$ cat config.mk
export PLATFORM = sky130hd
export DESIGN_NAME = tier_tsv_ser
export DESIGN_NICKNAME = d
export VERILOG_FILES = /design/src/rtl/tier_tsv_ser.sv
export SDC_FILE = /design/constraint.sdc
export NUM_CORES = 1
export LEC_CHECK = 0
export CAP_MARGIN = 10
export CORE_MARGIN = 5
export CORE_UTILIZATION = 48
export DETAILED_ROUTE_END_ITERATION = 10
export PLACE_DENSITY = 0.74
export REMOVE_ABC_BUFFERS = 1
export SLEW_MARGIN = 20
export SYNTH_ARGS = -nofsm -noshare
export SYNTH_HDL_FRONTEND = slang
export SYNTH_SLANG_ARGS = --single-unit
$ cat constraint.sdc
create_clock -name clk1_IN -period 1.8 [get_ports clk1_IN]
set_clock_uncertainty 0.2 [all_clocks]
set_input_delay 0.27 -clock clk1_IN [delete_from_list [all_inputs] [get_ports clk1_IN]]
set_output_delay 0.27 -clock clk1_IN [all_outputs]
set_load 0.03 [all_outputs]
$ cat src/rtl/tier_tsv_ser.sv
`timescale 1ns/1ps
`default_nettype none
// ============================================================================
// Module : tier_tsv_ser
// Brief  : Serialises a tier-L3 parallel word LSB-first onto one TSV lane,
//          followed by an even-parity bit, a frame strobe and a frame counter.
// Rev    : 1.0
// ============================================================================
module tier_tsv_ser #(
  parameter int DW      = 8,
  parameter int GAP_CYC = 1
) (
  input  logic          clk1_IN,
  input  logic          rst_IN,
  input  logic [DW-1:0] in_dat_IN,
  input  logic          in_vld_IN,
  output logic          in_rdy_OUT,
  output logic          tsv_dat_OUT,
  output logic          tsv_frm_OUT,
  output logic          busy_OUT,
  output logic [7:0]    frm_cnt_OUT
);

  localparam int            IW       = (DW > 1) ? $clog2(DW) : 1;
  localparam logic [IW-1:0] LAST_BIT = IW'(DW - 1);
  localparam logic [3:0]    LAST_GAP = 4'((GAP_CYC > 0) ? GAP_CYC - 1 : 0);

  typedef enum logic [1:0] {
    IDLE = 2'd0,
    SEND = 2'd1,
    PAR  = 2'd2,
    GAP  = 2'd3
  } state_t;

  state_t        state;
  logic [DW-1:0] shift;
  logic [IW-1:0] bit_idx;
  logic [3:0]    gap_cnt;
  logic          parity;

  always_ff @(posedge clk1_IN) begin
    if (rst_IN) begin
      state       <= IDLE;
      shift       <= '0;
      bit_idx     <= '0;
      gap_cnt     <= '0;
      parity      <= 1'b0;
      in_rdy_OUT  <= 1'b0;
      tsv_dat_OUT <= 1'b0;
      tsv_frm_OUT <= 1'b0;
      busy_OUT    <= 1'b0;
      frm_cnt_OUT <= '0;
    end else begin
      case (state)
        IDLE: begin
          if (in_vld_IN && in_rdy_OUT) begin
            state       <= SEND;
            shift       <= in_dat_IN;
            bit_idx     <= '0;
            parity      <= ^in_dat_IN;
            in_rdy_OUT  <= 1'b0;
            tsv_dat_OUT <= in_dat_IN[0];
            tsv_frm_OUT <= 1'b1;
            busy_OUT    <= 1'b1;
          end else begin
            in_rdy_OUT  <= 1'b1;
          end
        end
        SEND: begin
          tsv_frm_OUT <= 1'b0;
          if (bit_idx == LAST_BIT) begin
            state       <= PAR;
            tsv_dat_OUT <= parity;
          end else begin
            // Rotate so the next payload bit always sits at index 1.
            bit_idx     <= bit_idx + 1'b1;
            shift       <= {shift[0], shift[DW-1:1]};
            tsv_dat_OUT <= shift[1];
          end
        end
        PAR: begin
          tsv_dat_OUT <= 1'b0;
          if (frm_cnt_OUT != 8'hFF) begin
            frm_cnt_OUT <= frm_cnt_OUT + 8'd1;
          end
          if (GAP_CYC > 0) begin
            state   <= GAP;
            gap_cnt <= '0;
          end else begin
            state      <= IDLE;
            busy_OUT   <= 1'b0;
            in_rdy_OUT <= 1'b1;
          end
        end
        GAP: begin
          if (gap_cnt == LAST_GAP) begin
            state      <= IDLE;
            busy_OUT   <= 1'b0;
            in_rdy_OUT <= 1'b1;
          end else begin
            gap_cnt <= gap_cnt + 4'd1;
          end
        end
      endcase
    end
  end

endmodule
`default_nettype wire

# Word-level counts from Yosys, hierarchy flattened
# Index checks and enable logic that the tools add are counted.
op_classes:
  n_reduce_logical: 17
  n_addsub: 3
  muxes: 22
  n_eq_ne: 10
ops:
  columns: ["cell", "count"]
  rows:
  - ["$mux 8", 2]
  - ["$pmux 8 s2", 1]
  - ["$reduce_and 2->1", 6]
  - ["$ne 2x2->1 const B", 5]
  - ["$reduce_and 3->1", 3]
  - ["$add 8x1->8 const B", 1]
  - ["$ne 8x8->1 const B", 1]
  - ["$pmux 2 s4", 1]
  - ["$pmux 4 s2", 1]
  - ["$reduce_xor 8->1", 1]
  - ["$mux 1", 6]
  - ["$mux 2", 3]
  - ["$mux 3", 2]
  - ["$pmux 1 s2", 3]
  - ["$pmux 3 s2", 1]
  - ["$reduce_bool 2->1", 3]
  - ["$add 4x1->4 const B", 1]
  - ["$eq 2x2->1 const B", 2]
  - ["$logic_not 4->1", 1]
  - ["$mux 4", 1]
  - ["$add 3x1->3 const B", 1]
  - ["$eq 3x3->1 const B", 1]
  - ["$pmux 1 s3", 1]
  - ["$reduce_bool 3->1", 1]
  - ["3 further kinds", 3]
word_totals:
  out_inout_bits: 12
  elab_cells: 62
  ff_bits: 30
  inputBits: 11

# Longest topological paths before layout
logic_depth:
  word_depth: 3
  depth_mapped: 7

# Worst setup path before layout
# OpenSTA, ideal clock, no wires.
synth_timing:
  kind: "register to register"
  start: "reg frm_cnt_OUT[0]"
  end: "reg frm_cnt_OUT[1]"
  path_stages_with_launch: 6
  required_time_ns: 1.483
  path_slack_ns: -0.072
  t_arrival_ns: 1.555
  setup_time_ns: 0.117
  path_cell_list: "dfxtp_1 ha_1 nand3_1 o21ai_0 mux2i_1 nor2_1"
synth_between:
  elab_chain_len: 2
  word_cells_on_any_way: 3
  classes_between: "add/sub (1); eq/ne (1); reduce/logical (1)"
synth_lines:
  columns: ["item", "line_no", "text"]
  rows:
  - ["from (decl)", "21", "output logic [7:0] frm_cnt_OUT"]
  - ["from (signal assigned)", "84", "frm_cnt_OUT <= frm_cnt_OUT + 8'd1;"]
  - ["branches (longest 2 deep; another with $add 8x1->8)", null, null]
# Several ways; the timed one is not identified.
# A chain may end at the register's enable or synchronous reset.

# Worst setup path in the final report
layout_timing:
  start: "reg gap_cnt[0]"
  end: "reg state[1]"
layout_between:
  elab_chain_len: 3
layout_lines:
  columns: ["item", "line_no", "text"]
  rows:
  - ["from (decl)", "38", "logic [3:0] gap_cnt;"]
  - ["from (signal assigned)", "101", "gap_cnt <= gap_cnt + 4'd1;"]
  - ["$logic_not 4->1", "96", "if (gap_cnt == LAST_GAP) begin"]
  - ["$ne 2x2->1 (no source line)", null, null]
  - ["$reduce_and 3->1 (no source line)", null, null]
  - ["to (signal assigned)", "87", "state <= GAP;"]
  - ["to (signal assigned)", "90", "state <= IDLE;"]
  - ["to (signal assigned)", "97", "state <= IDLE;"]
  - ["to (decl)", "35", "state_t state;"]
# Every way passes these cells.

==> impl_metrics.json <==
{
  "multi_input_area_sq_um": 1020,
  "critical_path_buf_inv_count": 1,
  "portBuffers": 22,
  "cts_buffers": 5,
  "drc": 0,
  "required_ps": 1830,
  "cp_cell_sequence": "inv_2 -> ha_4 -> or3b_4 -> a221oi_4 -> mux2i_1 -> nor2_1",
  "async_flop_share": 0,
  "min_period_ps": 1800,
  "setup_viol": 0,
  "synthFlopType": "dfxtp_1",
  "antenna_cells": 0,
  "grt_max_degree": 21,
  "grt_first_pass_wirelength_mm": 6.02,
  "grt_pass1_vias": 1389,
  "antenna_found_initial": 0,
  "path_class": "flop to flop",
  "outcome": "finished, final reports clean",
  "finalPower_uw": 2880,
  "cp-start-kind": "flop",
  "holdWs_ps": 282,
  "synth_area_sq_um": 1620,
  "hold_viol": 0,
  "synthTopCellsByCount": "30 x dfxtp_1, 26 x nor2_1, 13 x mux2i_1, 10 x ha_1, 9 x nand3_1",
  "cp_slowest_stage_delay_ps": 400,
  "synth_cell_type_count": 40,
  "num_rows": 21,
  "fp.dieArea_sq_um": 4630,
  "core-area_sq_um": 3310,
  "h-tree-depth": 2,
  "cp.arrival_ps": 1830,
  "yosys-top-cells-area": "dfxtp_1 37%, mux2i_1 8.0%, ha_1 7.7%, nor2_1 6.0%, xnor2_1 3.8%",
  "syn2layout_area_growth_pct": 35.1,
  "via_count": 1421,
  "die_w_um": 68.0,
  "grt.overflow.total": 0,
  "clock_sink_count": 30,
  "routabilityCongestion": 0.785,
  "max_freq_ghz": 0.557,
  "reg2reg_slack_ps": 4,
  "clockBufferDepth": 2,
  "ys_seq_area_frac": 0.372,
  "ys_ff_latch": 30,
  "postRouteAntennaNets": 0,
  "yosysWarnings": 0,
  "path_clk_slew_ps": 90,
  "yosysTopAreaCell": "dfxtp_1",
  "synth_top_area_share": 0.372,
  "rsz0062_at_grt": "yes",
  "leakage_uw": 0.000869,
  "post-route-util": 0.660,
  "syn_inst": 174,
  "first_pass_iters": 4,
  "fillers": 296,
  "drive_gt1_frac": 0.266,
  "cp_slowest_cell": "or3b_4",
  "track_usage": 0.176,
  "avgSynthCellArea_sq_um": 9.29,
  "tritoncts": "built",
  "pin_count": 23,
  "dp.cells": 253,
  "seq_area_sq_um": 607,
  "wl_per_cell_um": 13.7,
  "drt-total-wl_mm": 3.61,
  "tightest_slew_ps": 372,
  "dp_hpwl_mm": 2.63,
  "endpoint_kind": "flop",
  "root_buffer": "clkbuf_4",
  "fin_cells": 264,
  "drt_iter0_drc": 57,
  "start_util": 0.488,
  "hold_class": "flop to flop",
  "fin_nets": 240,
  "relSlewSlack": 0.750,
  "worstPathMaxFanout": 3,
  "slew_viol_final": 0,
  "irDropWorstVdd_uv": 584,
  "post-route-period-util": 0.998,
  "crit_family": "simple AND/OR/NAND/NOR gates",
  "die_y_um": 68.0,
  "maxCapViolations": 0,
  "viasPerCell": 5.38,
  "p_per_area_nw_per_um2": 1320,
  "synthMostInstantiatedCell": "dfxtp_1",
  "clk_latency_ps": 340,
  "synth_edf_count": 0
}
report_power, final:
part	leakage (uW)	total [uW]	internal (uW)	switching, uW
Sequential	0.000246	875	797	78.8
Clock	0.0000302	400	176	224
Combinational	0.000592	1600	824	779
metrics by stage:
step	area, sq um	TNS [ps]	setup slack [ps]
6_report	2180	0	4.38
5_1_grt	2180	-165	-79.5
4_1_cts	2110	-9.41	-9.41
3_5_place_dp	1990	-764	-87.6
3_3_place_gp	1990	-269	-39.6
2_1_floorplan	1570	-3510	-371
placed cells by master (no fill, tap or decap), drive strengths merged, types with 2 or more instances in the layout:
cell type / synthesis / routed
clkbuf: 2 / 6
nand3: 9 / 9
xnor2: 7 / 7
o211ai: 2 / 2
nand4: 2 / 2
a211oi: 11 / 11
nor3: 2 / 2
ha: 10 / 10
mux2i: 13 / 13
dlygate4sd2: 0 / 12
nor2: 26 / 26
nor3b: 2 / 2
xor2: 4 / 4
and3: 3 / 3
o21ai: 4 / 4
a21oi: 7 / 7
dfxtp: 30 / 30
or2: 2 / 2
or3: 2 / 2
inv: 8 / 8
clkdlybuf4s50: 0 / 10
buf: 5 / 23
nand2: 7 / 7
a22oi: 2 / 2
sequential cells by signal, summed over array words and instances, names as in the netlist:
name / flops
frm_cnt_OUT: 8
shift: 8
gap_cnt: 4
bit_idx: 3
state: 2
busy_OUT: 1
in_rdy_OUT: 1
parity: 1
tsv_dat_OUT: 1
tsv_frm_OUT: 1
per-layer routing:
metal  routed length, um  global-route usage
met2                1900               0.313
met4                  87              0.0893
met3                 106              0.0394
met1                1510               0.196
met5                   0                   0
cells by family (layout without fill, tap and decap cells):
kind of cell / count (synthesis) / count (layout) / synth area share
xor gates and xnor gates: 11 / 11 / 0.0596
and+or+nand+nor: 60 / 60 / 0.179
adders and majority gates: 10 / 10 / 0.0774
DFF: 30 / 30 / 0.372
AOI/OAI and AO/OA: 34 / 34 / 0.177
buffers and inverters: 15 / 59 / 0.0480
muxes: 14 / 14 / 0.0875
worst reg2reg max path, stage by stage, from the launching register on:
cell and delay (ps):
dfxtp_2 340, inv_2 70, ha_4 110, or3b_4 400, a221oi_4 290, mux2i_1 230, nor2_1 50
layout make-up:
class,instances,share of cell area
multi-input cells,129,0.467
flip-flops and latches,30,0.278
repair buffers,45,0.191
well taps,46,0.0263
clock buffers,6,0.0235
inverters,8,0.0137
worst paths after layout:
| kind | end | start | depth (start not counted) |
|---|---|---|---|
| max | state[1] | gap_cnt[0] | 6 |
| min | tsv_frm_OUT | tsv_frm_OUT | 2 |
| max reg2reg | state[1] | gap_cnt[0] | 6 |
| min reg2reg | tsv_frm_OUT | tsv_frm_OUT | 2 |
what timing repair did:
action                                  CTS  global route
cloned                                    1             0
buffers inserted                          3             1
hold buffers                              0             0
endpoints found under the hold margin     0             0
endpoints found under the setup margin   33            20
pin swaps                                 4             5
resized for setup                        27            14
Power figures use the tool's default switching activity.
